### src/rtl/imm_extend_pkg.sv
// Shared types and immediate formatting helpers for the RV32I immediate generator.
// IMM_EXTEND_UTYPE_EN (see imm_extend_comb / imm_extend_unit) adds the U-type override.
package imm_extend_pkg;

   localparam int unsigned XLEN   = 32;
   localparam int unsigned SRC_W  = 25;
   localparam int unsigned CTRL_W = 2;

   typedef enum logic [CTRL_W-1:0] {
      IMM_I = 2'b00,
      IMM_S = 2'b01,
      IMM_B = 2'b10,
      IMM_J = 2'b11
   } imm_fmt_e;

   // src[k] holds instr[k+7]; src[24] is the sign bit for every signed format
   function automatic logic [XLEN-1:0] build_imm(input logic [SRC_W-1:0] src,
                                                 input imm_fmt_e         fmt);
      logic            s;
      logic [XLEN-1:0] imm;
      s   = src[24];
      imm = '0;
      case (fmt)
         IMM_I:   imm = {{20{s}}, src[24:13]};
         IMM_S:   imm = {{20{s}}, src[24:18], src[4:0]};
         IMM_B:   imm = {{19{s}}, src[24], src[0], src[23:18], src[4:1], 1'b0};
         IMM_J:   imm = {{11{s}}, src[24], src[12:5], src[13], src[23:14], 1'b0};
         default: imm = '0;
      endcase
      return imm;
   endfunction

   // Upper immediate: instr[31:12] in place, low 12 bits zero
   function automatic logic [XLEN-1:0] build_uimm(input logic [SRC_W-1:0] src);
      return {src[24:5], 12'b0};
   endfunction

endpackage

### src/rtl/imm_extend_comb.sv
// Combinational immediate formatter; with IMM_EXTEND_UTYPE_EN defined a utype_sel_i
// input overrides the format select and produces the U-type immediate.
module imm_extend_comb
   import imm_extend_pkg::*;
(
   input  logic [SRC_W-1:0]  src_i,
   input  logic [CTRL_W-1:0] fmt_i,
`ifdef IMM_EXTEND_UTYPE_EN
   input  logic              utype_sel_i,
`endif
   output logic [XLEN-1:0]   imm_o
);

   logic [XLEN-1:0] signed_imm;

   always_comb begin
      signed_imm = build_imm(src_i, imm_fmt_e'(fmt_i));
   end

`ifdef IMM_EXTEND_UTYPE_EN
   always_comb begin
      imm_o = signed_imm;
      if (utype_sel_i) begin
         imm_o = build_uimm(src_i);
      end
   end
`else
   assign imm_o = signed_imm;
`endif

endmodule

### src/rtl/imm_extend_unit.sv
// Decode-stage RV32I immediate generator: combinational immediate plus a one-cycle
// registered copy with valid flag. IMM_EXTEND_UTYPE_EN adds the utype_sel input.
module imm_extend_unit #(
   parameter int unsigned     XLEN      = 32,
   parameter logic [XLEN-1:0] RESET_IMM = 32'h0000_0000
) (
   input  logic            clk,
   input  logic            rst_n,
   input  logic            in_valid,
   input  logic [24:0]     src,
   input  logic [1:0]      control,
`ifdef IMM_EXTEND_UTYPE_EN
   input  logic            utype_sel,
`endif
   output logic [XLEN-1:0] extend_src,
   output logic            out_valid,
   output logic [XLEN-1:0] imm_comb
);

   import imm_extend_pkg::*;

   logic [XLEN-1:0] imm_c;
   logic [XLEN-1:0] extend_d, extend_q;
   logic            valid_d,  valid_q;

   imm_extend_comb u_comb (
      .src_i       (src),
      .fmt_i       (control),
`ifdef IMM_EXTEND_UTYPE_EN
      .utype_sel_i (utype_sel),
`endif
      .imm_o       (imm_c)
   );

   // Capture on valid, otherwise hold the last result and drop the flag
   always_comb begin
      extend_d = extend_q;
      valid_d  = in_valid;
      if (in_valid) begin
         extend_d = imm_c;
      end
   end

   always_ff @(posedge clk or negedge rst_n) begin
      if (!rst_n) begin
         extend_q <= RESET_IMM;
         valid_q  <= 1'b0;
      end else begin
         extend_q <= extend_d;
         valid_q  <= valid_d;
      end
   end

   assign imm_comb   = imm_c;
   assign extend_src = extend_q;
   assign out_valid  = valid_q;

`ifndef SYNTHESIS
   logic utype_active;
`ifdef IMM_EXTEND_UTYPE_EN
   assign utype_active = utype_sel;
`else
   assign utype_active = 1'b0;
`endif

   // Simulation-only sanity checks on the accepted input
   always_ff @(posedge clk) begin
      if (rst_n && in_valid) begin
         assert (!$isunknown(control))
            else $error("imm_extend_unit: control is X/Z while in_valid=1");
         if (!utype_active && !$isunknown(control) && control[1]) begin
            assert (imm_c[0] == 1'b0)
               else $error("imm_extend_unit: B/J immediate has bit 0 set");
         end
      end
   end
`endif

endmodule

### config.mk
export PLATFORM = sky130hd
export DESIGN_NAME = imm_extend_unit
export DESIGN_NICKNAME = d
export VERILOG_FILES = /design/src/rtl/imm_extend_pkg.sv /design/src/rtl/imm_extend_comb.sv /design/src/rtl/imm_extend_unit.sv
export SDC_FILE = /design/constraint.sdc
export NUM_CORES = 1
export LEC_CHECK = 0
export ABC_CLOCK_PERIOD_IN_PS = 2350
export CAP_MARGIN = 20
export CORE_AREA = 2 2 62 64
export CTS_CLUSTER_SIZE = 25
export DETAILED_ROUTE_END_ITERATION = 10
export DIE_AREA = 0 0 64 66
export GPL_TIMING_DRIVEN = 0
export PLACE_DENSITY = 0.9
export SLEW_MARGIN = 20
export SYNTH_ARGS = -nofsm -noshare
export SYNTH_HDL_FRONTEND = slang
export SYNTH_SLANG_ARGS = --single-unit
### constraint.sdc
create_clock -name clk -period 2.35 [get_ports clk]
set_input_delay 0.47 -clock clk [delete_from_list [all_inputs] [get_ports clk]]
set_output_delay 0.47 -clock clk [all_outputs]
set_load 0.05 [all_outputs]
# Yosys cells after proc, flatten, opt, wreduce, memory -nomap -nowiden

Cells that the tools add are included.

Register bits: 33
Bits of input ports: 30
Output and inout port bits: 65
Logic and storage cells: 7

Equality and inequality tests: 3
Mux-type cells: 1
Reduce and logical (&&, ||, !) cells: 1

Operator list:

| operator                                            | number |
|---|---|
| case mux 32 bit (4 select lines)                    | 1 |
| equality test 2 bit, second input constant          | 2 |
| equality test 2 x 1 -> 1 bit, second input constant | 1 |
| zero test 2 bit                                     | 1 |

# Depth between registers and ports, before layout

Word-level depth: 2
Depth in mapped cells: 4
Gate-level depth less buffers: 3

# Modules after synthesis

From an unflattened synthesis, not the netlist that was laid out.

Cells, all modules: 108
Area, all modules: 1692.9 µm²

Modules (own cells, without submodules):

| module          | instances | cells an instance | area each (µm²) | seq. area each (µm²) |
|---|---|---|---|---|
| imm_extend_unit | 1         | 69                | 1370.1          | 825.8 |
| imm_extend_comb | 1         | 39                | 322.8           | 0.0 |

# Least setup slack after synthesis

No wires, ideal clock.

Kind: input to output
Start: input control[0]
End: output imm_comb[11]
Data arrival time: 1547 ps
Data required time: 1880 ps
Setup slack: 333 ps
Stages on the path: 3
Path buffers: 1
Cell sequence: buf_4 > mux2i_1 > a21oi_1

Cells in the longest elaborated chain, start to end: 2
Elaborated cells on any way between the ends: 5
Classes of those cells: eq/ne (3); mux (1); reduce/logical (1)

Ends and longest elaborated chain:

| what                                              | RTL line              | RTL |
|---|---|---|
| from (decl)                                       | imm_extend_unit.sv:11 | `input logic [1:0] control,` |
| equality test 2 bit, or another cell as far along | imm_extend_pkg.sv:23  | `case (fmt)` |
| case mux 32 bit (4 select lines) *                | imm_extend_pkg.sv:23  |  |
| to (decl)                                         | imm_extend_unit.sv:17 | `output logic [XLEN-1:0] imm_comb` |

Mark *: on every way between the ends. The rest lies on a longest branch, timed or not. The select of a mux whose other input is x is not followed.

# Final worst setup path

Start: input src[21]
End: output imm_comb[8]

Cells in the longest elaborated chain, start to end: 1

Ends and longest elaborated chain:

| what                             | RTL line              | RTL |
|---|---|---|
| from (decl)                      | imm_extend_unit.sv:10 | `input logic [24:0] src,` |
| case mux 32 bit (4 select lines) | imm_extend_pkg.sv:23  |  |

Every way passes these cells. The select of a mux whose other input is x is not followed.

==> impl_metrics.tcl <==
set metrics [dict create \
    ys.flop_type "dfrtp_1" \
    synth.distinct_cells 10 \
    area_growth_pct 88.97 \
    clk_latency_ps 290 \
    cts_tree "yes" \
    p_leak_uw 0.001123 \
    clkTransAtPathRegs_ps 120 \
    routedWlPerCell_um 12.94 \
    grt_max_degree 23 \
    rsz0062_at_grt "no" \
    synth_area_leaders "dfrtp_1 46%, mux2_2 23%, buf_4 19%" \
    design.die.area_um2 4224 \
    gp_congestion 0.7260 \
    r2r_end "extend_src[30]" \
    yosysSeqAreaShare_pct 45.79 \
    ant_nets 0 \
    hold_viol 0 \
    finalSetupTns_ps 0 \
    floorplan.die.width_um 64 \
    yosysTopAreaCell "dfrtp_1" \
    end_kind "output pin" \
    die_h_um 66 \
    r2r_setup_slack_ps 1410 \
    worstSetupStartpointType "primary input" \
    num_rows 22 \
    drc 0 \
    wirelength_mm 3.158 \
    cts_sinks 22 \
    grt_use_total_pct 14.07 \
    cts_buffers 3 \
    rr_startpoint "extend_src[30]" \
    viasPerCell 4.393 \
    yosysWarnings 0 \
    ir_drop_mv 0.2848 \
    power_uw 1423 \
    synthTopCellsByCount "30 x buf_4, 25 x mux2_2, 22 x dfrtp_1" \
    finalCoreUtilization_pct 63.99 \
    htreeDepth 1 \
    period_needed_ps 2307 \
    slew_headroom_pct 63.71 \
    syn_area_um2 1202 \
    max_freq_mhz 433.4 \
    arrival_ps 1840 \
    cp.required_ps 1880 \
    drv_slew 0 \
    synth.top_cell.area_share_pct 45.79 \
    status "finished clean" \
    synth_most_common_cell "buf_4" \
    period_share_pct 98.18 \
    r2r_cells 1 \
    synth_edf_count 0 \
    finalSetupViolations 0 \
    drv_cap 0 \
    drtIter0Drc 16 \
    drive_above_1_share_pct 46.43 \
    nets 227 \
    tightest_slew_ps 543.4 \
    grt_pass1_vias 962 \
    clock_skew_ps 0 \
    async_reset_ff_share_pct 100.0 \
    antenna_found_initial 0 \
    grt_pass1_wl_mm 4.664 \
    crit_fanout 2 \
    vias 1072 \
    dpl.hpwl_mm 2.452 \
    cts-root-buf "clkbuf_4" \
    ios 95 \
    syn_nets 125 \
    min_path_type "in2async" \
    port_buffers 94 \
    cts_buffer_depth 2 \
    core_area_um2 3551 \
    powerDensity_nw_per_um2 626.2 \
    synthCells 95 \
    path_class "in2out" \
    start_util_pct 33.86 \
    synth_seq_cells 22 \
    avgSynthCellArea_um2 12.66 \
    grt_remaining_overflow 0 \
    antennaDiodeCount 0 \
    firstDrtPassIters 4 \
]
where the power goes:
part	total, uW	switching, uW	internal [uW]
Sequential	448	25.2	423
Clock	204	109	94.4
Combinational	771	478	293
metal layers:
| layer | vias to the layer above | wire length [um] | track usage (%) |
|---|---|---|---|
| met5 | - | 0 | 0 |
| met4 | 0 | 0 | 1.630 |
| met3 | 0 | 340 | 4.600 |
| met2 | 60 | 1604 | 26.04 |
| met1 | 512 | 1213 | 16.16 |
| li1 | 500 | - | - |
critical path, cell delays in order:
cell and delay [ps]:
clkdlybuf4s50_1 470, buf_4 100, clkdlybuf4s50_1 790
worst max path at each step:
stage | from | end | cells past startpoint
final | src[21] | imm_comb[8] | 3
after global routing | src[19] | imm_comb[6] | 3
after CTS | extend_src[30] | extend_src[31] | 2
after detailed placement | src[24] | imm_comb[18] | 4
after global placement | src[24] | imm_comb[16] | 4
after floorplan | control[0] | imm_comb[11] | 3
flip-flops by register name, indices dropped and copies added (netlist names):
register / cells
out_valid: 1
extend_src: 21
cells by family after synthesis:
kind of cell | after synthesis | share of synthesized area [%]
buf+inv | 33 | 19.98
xor+xnor | 1 | 1.353
simple gates | 2 | 0.6246
compound gates | 10 | 7.180
flops | 22 | 45.79
mux | 27 | 25.08
through the flow:
stage	worst slack, ps	cell area [um^2]	std cells	hold slack (ps)
2_1_floorplan	332.6	1202	95	174.4
3_3_place_gp	-742.3	2203	237	489.0
3_5_place_dp	-762.9	2203	237	494.4
4_1_cts	8.466	2248	244	522.9
5_1_grt	5.650	2272	244	126.6
6_report	42.89	2272	244	103.4
placed cells by master (no fill, tap or decap):
| cell | netlist | final |
|---|---|---|
| nor2_1 | 2 | 2 |
| dlymetal6s2s_1 | 0 | 13 |
| dfrtp_1 | 22 | 22 |
| xor2_2 | 1 | 1 |
| clkbuf_2 | 0 | 1 |
| clkbuf_8 | 0 | 1 |
| mux2_2 | 25 | 25 |
| buf_4 | 30 | 35 |
| a21boi_4 | 0 | 1 |
| a21oi_1 | 1 | 1 |
| clkdlybuf4s15_2 | 0 | 10 |
| buf_2 | 3 | 6 |
| dlygate4sd2_1 | 0 | 14 |
| clkdlybuf4s50_1 | 0 | 51 |
| a31o_2 | 8 | 8 |
| mux2i_1 | 2 | 2 |
| clkbuf_4 | 0 | 3 |
what timing repair did:
item | 4_1_cts | 5_1_grt
endpoints found under the setup margin | 26 | 21
pin swaps | 1 | 0
setup buffers | 3 | 0
gates resized for setup | 68 | 15
hold buffers | 0 | 0
area by class of cell:
class / count / area, um^2
Buffer: 33 / 240.2
Clock buffer: 4 / 36.28
Fill cell: 274 / 1279
Multi-Input combinational cell: 40 / 419.2
Sequential cell: 22 / 550.5
Tap cell: 48 / 60.06
Timing Repair Buffer: 97 / 965.9
Power figures use the tool's default switching activity.
